File: config.mk
export PLATFORM = sky130hd
export DESIGN_NAME = logic_unit_pipe
export DESIGN_NICKNAME = d
export VERILOG_FILES = /design/src/rtl/logic_unit_pipe.sv
export SDC_FILE = /design/constraint.sdc
export NUM_CORES = 1
export LEC_CHECK = 0
export BUFFER_PORTS_ARGS = -buffer_cell sky130_fd_sc_hd__buf_4
export CELL_PAD_IN_SITES_DETAIL_PLACEMENT = 0
export CELL_PAD_IN_SITES_GLOBAL_PLACEMENT = 1
export CORE_MARGIN = 3
export CORE_UTILIZATION = 36
export DETAILED_ROUTE_END_ITERATION = 6
export PLACE_DENSITY = 0.89
export SETUP_SLACK_MARGIN = 0.02
export SLEW_MARGIN = 0
export SYNTH_ARGS = -nofsm -noshare
export SYNTH_HDL_FRONTEND = slang
export SYNTH_SLANG_ARGS = --single-unit
File: constraint.sdc
create_clock -name clk -period 2.4 [get_ports clk]
set_input_delay 0.48 -clock clk [delete_from_list [all_inputs] [get_ports clk]]
set_output_delay 0.48 -clock clk [all_outputs]
set_load 0.01 [all_outputs]
File: src/rtl/logic_unit_pipe.sv
// Single-stage registered bitwise logic unit with valid/ready handshake and an
// accumulator that can stand in for the first operand.
module logic_unit_pipe #(
   parameter int unsigned WIDTH = 8
) (
   input  logic             clk,
   input  logic             reset,
   input  logic             in_valid,
   output logic             in_ready,
   input  logic [WIDTH-1:0] a,
   input  logic [WIDTH-1:0] b,
   input  logic [2:0]       op,
   input  logic             acc_mode,
   input  logic             acc_clr,
   output logic             out_valid,
   input  logic             out_ready,
   output logic [WIDTH-1:0] s,
   output logic             zero
);

   logic [WIDTH-1:0] s_q, s_d;
   logic [WIDTH-1:0] acc_q, acc_d;
   logic             zero_q, zero_d;
   logic             valid_q, valid_d;
   logic [WIDTH-1:0] x;
   logic [WIDTH-1:0] result;
   logic             accept;

   assign in_ready = !reset && (!valid_q || out_ready);
   assign accept   = in_valid && in_ready;

   // A same-cycle clear makes the accumulator read as zero for this operation.
   always_comb begin
      x = a;
      if (acc_mode) begin
         x = acc_clr ? '0 : acc_q;
      end
   end

   always_comb begin
      result = '0;
      unique case (op)
         3'b000: result = x & b;
         3'b001: result = ~(x & b);
         3'b010: result = x | b;
         3'b011: result = ~(x | b);
         3'b100: result = x ^ b;
         3'b101: result = ~(x ^ b);
         3'b110: result = ~x;
         3'b111: result = x;
         default: result = '0;
      endcase
   end

   always_comb begin
      s_d     = s_q;
      zero_d  = zero_q;
      valid_d = valid_q;
      acc_d   = acc_q;
      if (accept) begin
         s_d     = result;
         zero_d  = (result == '0);
         valid_d = 1'b1;
      end else if (out_ready) begin
         valid_d = 1'b0;
      end
      if (accept && acc_mode) begin
         acc_d = result;
      end else if (acc_clr) begin
         acc_d = '0;
      end
   end

   always_ff @(posedge clk) begin
      if (reset) begin
         s_q     <= '0;
         zero_q  <= 1'b1;
         valid_q <= 1'b0;
         acc_q   <= '0;
      end else begin
         s_q     <= s_d;
         zero_q  <= zero_d;
         valid_q <= valid_d;
         acc_q   <= acc_d;
      end
   end

   assign s         = s_q;
   assign zero      = zero_q;
   assign out_valid = valid_q;

endmodule

Word level (Yosys, flattened, before mapping)
Cells that the tools add are included.

Register bits: 18. Logic and storage cells: 33.

Eq/ne operators: 7. Multiplexer cells: 6. Bitwise logic cells: 7. Reductions and logical operators: 9.

Operator list (count): $pmux 8 s8 (1); $not 8->8 (4); $mux 8 (3); $eq 3x3->1 const B (4); $and 8x8->8 (1); $logic_not 8->1 (1); $or 8x8->8 (1); $xor 8x8->8 (1); $eq 3x2->1 const B (2); $eq 3x1->1 const B (1); $logic_and 1x1->1 (3); $logic_not 3->1 (1); $logic_not 1->1 (2); $mux 1 (2); $reduce_bool 2->1 (1); $logic_or 1x1->1 (1).

Depth between registers and ports, before layout
Gate-level depths: netlist of the first run.

Word-level depth: 6. Mapped depth: 10.

Least setup slack after synthesis of the first run
No wires, ideal clock.

Path kind: input port to flip-flop. Start: input acc_mode. End: register zero_q, in the netlist zero. Library setup time: 0.084 ns. Data arrival time: 2.519 ns. Data required time: 2.316 ns. Path slack: -0.204 ns. Stages: 7. Path through: buf_4 > mux2i_1 > ha_1 > mux4_2 > or4_1 > o22a_1 > o31ai_2.

Word-level cells in the longest chain between the ends: 5. Elaborated cells between the ends (all ways): 10. Classes of those cells: mux (2); bitwise (7); reduce/logical (1).

Ends and longest elaborated chain: start, declared (RTL line 13) `input logic acc_mode,`; $mux 8 (*) (RTL line 35) `if (acc_mode) begin`; $xor 8x8->8 (tied with other cells) (RTL line 47, 48); $not 8->8, on equally long branches (RTL line 48, 44, 46); $pmux 8 s8 (*) (RTL line 42) `unique case (op)`; $logic_not 8->1 (*) (RTL line 62) `zero_d = (result == '0);`; end signal, assigned (RTL line 82) `zero_q <= zero_d;`; end, declared (RTL line 23) `logic zero_q, zero_d;`.

Mark *: on every way between the ends. The rest lies on a longest branch, timed or not. A chain may end at the register's enable or synchronous reset.

Final worst setup path of the first run
Start: input acc_clr. End: register zero_q, in the netlist zero.

Word-level cells in the longest chain between the ends: 6. Elaborated cells between the ends (all ways): 11. Classes of those cells: mux (3); bitwise (7); reduce/logical (1).

Ends and longest elaborated chain: start, declared (RTL line 14) `input logic acc_clr,`; $mux 8 (*); $mux 8 (*) (RTL line 35); $xor 8x8->8 (tied with other cells) (RTL line 47, 48); $not 8->8, on equally long branches (RTL line 48, 44, 46); $pmux 8 s8 (*) (RTL line 42); $logic_not 8->1 (*) (RTL line 62).

Marks and branches as above.

==> run_results.csv, run 1 <==
group,metric,value,unit
clock_tree,cts_tree,"yes",
pwr,pwr-share-clk,0.268,
global_route,antenna_found_initial,0,
routing,drt-initial-drc-count,39,
timing,slew_violations,0,
worst_setup_path,startpoint_type,"input pin",
finish,antenna_cells,0,
timing,relSlewSlack,0.663,
worst_setup_path,worst_ep_required_time,2580,ps
logic_synthesis,synth-seq-cells,18,
timing,min_period_over_period,0.964,
status,status,"finished, final reports clean",
floorplanning,die-area,5180,um2
clock_tree,clock-sinks,18,
worst_hold_path,hold_end,"s[7]$_SDFFE_PP0P_",
finish,drive_above_1_share,0.335,
worst_hold_path,hold_depth,3,
logic_synthesis,synth_area,1570,um2
placed_design,detailed_place_hpwl,2700,um
global_route,grt_max_degree,25,
clock_tree,cts-hold-fix-buffers,0,
global_route,gr-total-overflow,0,
logic_synthesis,synth_nets,232,
worst_hold_path,hold_path.class,"input pin to flip-flop",
finish,post-route-util,0.536,
logic_synthesis,synth.distinct_cells,25,
placed_design,gp_congestion,0.800,
clock_tree,h-tree-depth,1,
clock_tree,cts_buffers,3,
finish,fin_cells,289,
logic_synthesis,avgSynthCellArea,8.20,um2
floorplanning,coreArea,4090,um2
worst_hold_path,worstHoldStart,"in_valid",
pwr,leakagePower,1.01,nW
finish,fin_area,2190,um2
worst_setup_path,reg2regPathDepth,7,
timing,tns,0,ps
pwr,switching_share,0.292,
floorplanning,ios,36,
logic_synthesis,yosys-top-cells-area,"dfxtp_1 (23%), ha_1 (13%), mux2i_1 (9.6%)",
global_route,grt_pass1_vias,1335,
routing,avgRoutedWirePerCell,12.5,um
finish,fin_nets,281,
pwr,p_int,0.651,mW
timing,fin_worst_skew,3.08,ps
clock_tree,clockBufferDepth,2,
clock_tree,clock_latency,250,ps
routing,drt_pass1_iterations,4,
timing,worst_slew_pin_slew,506,ps
logic_synthesis,synth-seq-area-share,0.230,
placed_design,placedCellCount,285,
routing,wirelength,3630,um
floorplanning,die-height,71.9,um
floorplanning,rows,23,
timing,hold_viol,0,
pwr,vdd_ir_drop_max,0.213,mV
timing,worst_slack,86.0,ps
worst_setup_path,r2r_start,"acc_q[5]$_SDFF_PP0_",
logic_synthesis,synth_top_area_cell,"dfxtp_1",
worst_setup_path,worstSetupPathType,"input pin to flip-flop",
floorplanning,start_util,0.383,
pwr,power.density,420,nW/um2
finish,area_growth,39.8,%
routing,drc,0,
logic_synthesis,yosys_warnings,0,
timing,rsz0062_at_grt,"no",
routing,vias_per_cell,4.97,
worst_setup_path,arrival,2490,ps
finish,mostFrequentLayoutCell,"buf_4",
pwr,seqPwrFrac,0.360,
placed_design,io_buffers,35,
global_route,track_usage,0.139,
worst_setup_path,crit_fanout,9,
placed_design,dpl-instance-area,2030,um2
pwr,p_comb_frac,0.372,
global_route,grt_pass1_wl,5850,um
logic_synthesis,synth_cells,191,
routing,routed-via-count,1435,
floorplanning,die-width,71.9,um
worst_setup_path,end_kind,"flip-flop",
logic_synthesis,synth_top_area_frac,0.230,
timing,min_period,2310,ps
finish,final_cell_mix,"buf_4 (52), inv_1 (25), dfxtp_1 (18)",
job,drv_cap,0,
timing,setup_viol,0,
pwr,power_switching,0.268,mW
clock_tree,clkSlewWorstSetupHoldPaths,70,ps
worst_setup_path,regToRegSetupSlack,140,ps
timing,max_freq,0.432,GHz
placed_design,dpl_worst_slack,-271,ps
worst_setup_path,regToRegEndpoint,"zero$_SDFFE_PP1P_",
clock_tree,root_buffer,"clkbuf_8",
routing,ant_nets,0,
[per-stage QoR]
step                hold WS [ps]  total power [mW]
floorplan                    494             0.529
global placement             472             0.659
detailed placement           476             0.662
CTS                          461             0.920
global route                 489             0.975
finish                       463             0.919
[worst max-delay path: stages]
cell	delay, ps
buf_6	140
nand3b_1	180
nand2_2	90
inv_2	50
ha_4	200
mux4_2	460
or4_1	530
o22a_1	190
o31ai_2	160
[how the worst max path moves through the flow]
stage	start	end	slack (ps)	depth (start not counted)
2_1_floorplan	acc_mode	zero$_SDFFE_PP1P_	-60	7
3_3_place_gp	acc_mode	zero$_SDFFE_PP1P_	-250	7
3_5_place_dp	acc_mode	zero$_SDFFE_PP1P_	-270	7
4_1_cts	acc_clr	zero$_SDFFE_PP1P_	50	8
5_1_grt	acc_clr	zero$_SDFFE_PP1P_	20	9
6_report	acc_clr	zero$_SDFFE_PP1P_	90	9
[synthesized netlist by cell type]
master,instances
or4_1,2
buf_2,1
clkbuf_1,3
nand3b_1,9
nor2b_1,8
buf_1,5
a211oi_1,8
dfxtp_1,18
o31ai_2,1
o22ai_1,4
o22a_1,5
nand2b_1,10
mux2i_1,15
buf_4,1
nor2_1,14
ha_1,16
mux4_2,4
nand3_1,2
a21oi_1,9
nand2_1,9
o21a_1,4
xnor2_1,8
inv_1,26
and3_1,1
o21ai_0,8
[area by class of cell]
type	instances	area [um2]
Fill cell	378	1900
Timing Repair Buffer	54	422
Tap cell	50	62.6
Inverter	26	97.6
Multi-Input combinational cell	137	1190
Sequential cell	18	360
Clock buffer	4	55.1
[cells by family after synthesis]
| logic type | synth area share |
|---|---|
| AND/OR/NAND/NOR | 0.190 |
| adder cells (fa/ha/maj) | 0.128 |
| XOR/XNOR | 0.0448 |
| multiplexers | 0.153 |
| buffers and inverters | 0.0895 |
| flip-flops | 0.230 |
| AO/OA/AOI/OAI | 0.164 |
[registers in the layout, indices dropped and copies added (netlist names)]
signal,flops
acc_q,8
out_valid,1
s,8
zero,1
[timing repair]
item                                   4_1_cts  5_1_grt
setup buffers                                0        0
gates resized for setup                      9       13
pin swaps                                    0        2
endpoints found under the hold margin        0        0
setup endpoints to repair                    1        1
[per-layer routing]
layer	track usage	share of wire	vias up	wire length (um)
met2	0.245	0.49	24	1780
met3	0.0277	0.036	5	132
li1	-	-	746	-
met4	0.0313	0.0094	0	34
met1	0.176	0.46	660	1680
met5	0	0	-	0
[power groups by stage]
| stage | registers, mW | clock network (mW) | logic [mW] |
|---|---|---|---|
| after floorplan | 0.344 | 0 | 0.185 |
| after global placement | 0.337 | 0 | 0.322 |
| after detailed placement | 0.337 | 0 | 0.325 |
| after CTS | 0.330 | 0.254 | 0.336 |
| after global routing | 0.333 | 0.264 | 0.378 |
| final | 0.330 | 0.247 | 0.342 |
Note: power is estimated with default switching activity, not from simulation.
==> run 2, diff against run 1 <==
- CORE_UTILIZATION: 36 -> 42
- PLACE_DENSITY: 0.89 -> 0.95
- clock period: 2.4 -> 2.7 ns (I/O delays scaled with it)
==> run 2 against run 1 <==
Combinational power shrank 18%. Largest cell class unchanged. Clock skew grew 0.58 ps. Design area fell by 6.9%. Worst hold slack gained 21 ps. First-iteration DRC count rose by 120%. Worst setup slack better by 90 ps. Clock-buffer cell count stayed put. Critical path depth down 2. Non-clock buffer count fell by 1. Register-to-register slack improved by 120 ps.
==> run_results.csv, run 2 (synthesis gave the netlist of run 1 again) <==
group,metric,value,unit
status,status,"finished, final reports clean",
timing,hold_viol,0,
worst_setup_path,arrival,2700,ps
clock_tree,h-tree-depth,1,
timing,worst_slew_pin_slew,488,ps
floorplanning,die-height,67.0,um
timing,setup_viol,0,
global_route,track_usage,0.160,
timing,relSlewSlack,0.674,
finish,final_cell_mix,"buf_4 (53), inv_1 (26), dfxtp_1 (18)",
finish,area_growth,30.1,%
routing,drt_pass1_iterations,4,
clock_tree,clock_latency,250,ps
pwr,power.density,388,nW/um2
finish,antenna_cells,0,
clock_tree,clkSlewWorstSetupHoldPaths,70,ps
placed_design,dpl_worst_slack,-77.2,ps
routing,wirelength,3410,um
timing,max_freq,0.396,GHz
clock_tree,clock-sinks,18,
timing,slew_violations,0,
global_route,grt_pass1_vias,1331,
floorplanning,die-width,67.0,um
placed_design,gp_congestion,0.836,
routing,drc,0,
global_route,grt_pass1_wl,5640,um
routing,routed-via-count,1440,
floorplanning,start_util,0.451,
worst_setup_path,worst_ep_required_time,2880,ps
job,drv_cap,0,
clock_tree,cts_tree,"yes",
placed_design,placedCellCount,280,
finish,mostFrequentLayoutCell,"buf_4",
worst_setup_path,crit_fanout,9,
floorplanning,coreArea,3470,um2
finish,fin_cells,284,
placed_design,detailed_place_hpwl,2680,um
global_route,antenna_found_initial,0,
routing,ant_nets,0,
finish,post-route-util,0.587,
worst_setup_path,startpoint_type,"input pin",
routing,vias_per_cell,5.07,
clock_tree,clockBufferDepth,2,
pwr,total_power,0.791,mW
clock_tree,cts-hold-fix-buffers,0,
routing,avgRoutedWirePerCell,12.0,um
placed_design,io_buffers,35,
timing,min_period_over_period,0.935,
worst_setup_path,worstSetupPathType,"input pin to flip-flop",
clock_tree,root_buffer,"clkbuf_8",
timing,rsz0062_at_grt,"no",
global_route,grt_max_degree,25,
global_route,gr-total-overflow,0,
routing,drt-initial-drc-count,84,
floorplanning,rows,21,
finish,drive_above_1_share,0.265,
floorplanning,die-area,4500,um2
worst_setup_path,end_kind,"flip-flop",
finish,fin_nets,280,
timing,fin_worst_skew,3.66,ps
pwr,leakagePower,0.998,nW
pwr,vdd_ir_drop_max,0.383,mV
timing,worst_slack,176,ps
timing,tns,0,ps
worst_hold_path,hold_path.class,"flip-flop to flip-flop",
timing,min_period,2520,ps
floorplanning,ios,36,
clock_tree,cts_buffers,3,
## run 2: changes by cell type in the layout (fill, tap and decap cells not counted), sizes merged
cell  previous run  this run
buf             54        53
## run 2: cell type report
cell class / instances / area [um2]
Multi-Input combinational cell: 137 / 1070
Timing Repair Buffer: 53 / 398
Fill cell: 330 / 1430
Inverter: 26 / 97.6
Tap cell: 46 / 57.6
Sequential cell: 18 / 360
Clock buffer: 4 / 55.1
## run 2: routing by layer
layer,up-vias,wire [um],track usage
li1,744,-,-
met1,658,1540,0.200
met2,34,1620,0.271
met3,4,230,0.0405
met4,0,25,0.0430
met5,-,0,0
## run 2: what timing repair did
action                                  CTS  global route
resized for setup                         0             1
setup buffers                             0             0
endpoints found under the setup margin    0             1
## run 2: final timing paths
path,slack [ps],end,cells past startpoint,startpoint
setup / recovery,180,zero$_SDFFE_PP1P_,7,acc_mode
setup reg to reg,260,zero$_SDFFE_PP1P_,7,acc_q[5]$_SDFF_PP0_
hold / removal,480,s[7]$_SDFFE_PP0P_,2,s[7]$_SDFFE_PP0P_
hold reg to reg,480,s[7]$_SDFFE_PP0P_,2,s[7]$_SDFFE_PP0P_
## run 2: power breakdown
part / total [mW] / leakage [nW] / switching (mW) / internal (mW)
clock: 0.216 / 0.0288 / 0.0864 / 0.130
combinational: 0.281 / 0.822 / 0.130 / 0.151
sequential: 0.294 / 0.148 / 0.00884 / 0.285
total: 0.791 / 0.998 / 0.225 / 0.566
## run 2: per-stage QoR
step	hold WS (ps)	cell area, um2
6_report	484	2040
5_1_grt	527	2040
4_1_cts	487	2030
3_5_place_dp	467	1980
3_3_place_gp	468	1980
2_1_floorplan	494	1570
## run 2: worst max-delay path, cell delays in order
cell and delay (ps):
buf_4 160, mux2i_1 310, ha_1 280, mux4_2 470, or4_1 530, o22a_1 200, o31ai_2 190
==> run 3, diff against run 2 <==
- BUFFER_PORTS_ARGS: -buffer_cell sky130_fd_sc_hd__buf_4 -> -buffer_cell sky130_fd_sc_hd__buf_2
- CORE_UTILIZATION: 42 -> 40
- PLACE_DENSITY: 0.95 -> 0.93
==> run 3 against run 2 <==
Global-route usage is 0.12 points higher. Power shrank 1.3%. Clock power rose by 2%. Combinational power decreased by 5%. Final cell count increased by 0.70%. Largest cell class unchanged. Register-to-register slack gained 20 ps. First-iteration DRC count decreased by 52%. Worst setup slack lost 32 ps. Largest power group unchanged. Utilization fell by 5.9 points. Design area down 3.7%. Clock-buffer cell count did not move.
==> run_results.csv, run 3 (synthesis gave the netlist of run 1 again) <==
group,metric,value,unit
routing,routed-via-count,1440,
finish,antenna_cells,0,
worst_setup_path,worst_ep_required_time,2880,ps
clock_tree,clkSlewWorstSetupHoldPaths,70,ps
finish,regArea,360,um2
routing,avgRoutedWirePerCell,12.3,um
global_route,grt_pass1_wl,5840,um
finish,fin_cells,286,
finish,multi_input_area,1080,um2
floorplanning,start_util,0.421,
placed_design,io_buffers,35,
worst_setup_path,slowest_delay,550,ps
clock_tree,clockBufferDepth,2,
finish,drive_above_1_share,0.273,
clock_tree,cts-hold-fix-buffers,0,
global_route,use_met2,0.279,
pwr,vdd_ir_drop_max,0.208,mV
placed_design,placedCellCount,282,
worst_setup_path,crit_fanout,9,
floorplanning,coreArea,3720,um2
timing,slew_violations,0,
worst_setup_path,worstPathCellList,"buf_2 > nor2b_1 > mux2i_2 > ha_1 > mux4_2 > or4_1 > o22a_1 > o31ai_2",
job,drv_cap,0,
routing,ant_nets,0,
timing,hold_viol,0,
clock_tree,cts_buffers,3,
timing,max_freq,0.391,GHz
pwr,leakagePower,0.970,nW
finish,mostFrequentLayoutCell,"buf_2",
worst_hold_path,hold_path.class,"flip-flop to flip-flop",
clock_tree,h-tree-depth,1,
global_route,grt_busiest_layer,"met2",
clock_tree,clock_latency,260,ps
finish,area_growth,25.3,%
worst_setup_path,startpoint_type,"input pin",
placed_design,detailed_place_hpwl,2770,um
routing,drc,0,
global_route,track_usage,0.162,
timing,relSlewSlack,0.676,
floorplanning,die-width,68.6,um
clock_tree,root_buffer,"clkbuf_8",
floorplanning,rows,22,
timing,rsz0062_at_grt,"no",
timing,min_period,2560,ps
routing,drt_pass1_iterations,4,
timing,holdWs,474,ps
timing,tns,0,ps
worst_setup_path,slowest_stage,"or4_1",
global_route,grt_max_degree,25,
clock_tree,clock-sinks,18,
floorplanning,die-area,4700,um2
global_route,gr-total-overflow,0,
global_route,antenna_found_initial,0,
finish,post-route-util,0.528,
worst_setup_path,end_kind,"flip-flop",
global_route,grt_pass1_vias,1371,
worst_setup_path,worstSetupPathType,"input pin to flip-flop",
floorplanning,ios,36,
timing,fin_worst_skew,5.69,ps
timing,worst_slew_pin_slew,486,ps
global_route,met3_usage,0.0340,
finish,fillers,364,
clock_tree,cts_tree,"yes",
placed_design,gp_congestion,0.786,
routing,drt-initial-drc-count,40,
floorplanning,die-height,68.6,um
finish,fin_nets,280,
pwr,power.density,398,nW/um2
global_route,met1_usage,0.208,
timing,setup_viol,0,
worst_setup_path,arrival,2740,ps
timing,min_period_over_period,0.947,
routing,vias_per_cell,5.03,
status,status,"finished, final reports clean",
routing,wirelength,3510,um
finish,final_cell_mix,"buf_2 (34), inv_1 (26), dfxtp_1 (18), buf_4 (18), ha_1 (16)",
==> run 3: cell types whose count changed in the layout (fill, tap and decap cells not counted) <==
cell / delta
buf_4: -35
mux2i_2: +2
clkbuf_4: +1
mux2i_1: -2
buf_2: +34
==> run 3: metrics by stage <==
stage	total power [mW]	cell area, um2	setup slack, ps
2_1_floorplan	0.463	1570	36.1
3_3_place_gp	0.560	1890	-114
3_5_place_dp	0.564	1890	-193
4_1_cts	0.788	1950	71.3
5_1_grt	0.832	1960	28.7
6_report	0.781	1960	144
==> run 3: what timing repair did <==
action | in CTS | in global routing
setup endpoints to repair | 0 | 1
gates resized for setup | 0 | 4
setup buffers | 0 | 0
hold endpoints to repair | 0 | 0
==> run 3: worst max-delay path, delay by kind of cell <==
kind | cells | cell delay (ps)
compound gates | 2 | 410
fa+ha+maj | 1 | 280
simple gates | 2 | 760
buf+inv | 1 | 160
mux | 2 | 600
==> run 3: final cells by class <==
type,instances,share of cell area
multi-input combinational,137,0.548
sequential,18,0.184
clock buffer,4,0.0281
timing repair buffer,53,0.159
inverter,26,0.0497
tap,48,0.0306
==> run 3: routing by layer <==
| metal | share of wire | routed length, um | up-vias |
|---|---|---|---|
| li1 | - | - | 748 |
| met1 | 0.47 | 1650 | 662 |
| met2 | 0.48 | 1680 | 27 |
| met3 | 0.044 | 154 | 3 |
| met4 | 0.0060 | 21 | 0 |
| met5 | 0 | 0 | - |
==> run 3: power breakdown <==
part | leakage [nW] | switching, mW | internal, mW | total, mW
registers | 0.148 | 0.00760 | 0.285 | 0.292
logic | 0.793 | 0.132 | 0.136 | 0.268
clock network | 0.0288 | 0.0909 | 0.130 | 0.221
==> run 3: path summary, 6_finish.rpt <==
path              slack [ps]           endpoint  depth (start not counted)                start
setup / recovery         140  zero$_SDFFE_PP1P_                          8              acc_clr
hold / removal           470  s[7]$_SDFFE_PP0P_                          2    s[7]$_SDFFE_PP0P_
setup reg to reg         280  zero$_SDFFE_PP1P_                          7  acc_q[5]$_SDFF_PP0_
hold reg to reg          470  s[7]$_SDFFE_PP0P_                          2    s[7]$_SDFFE_PP0P_
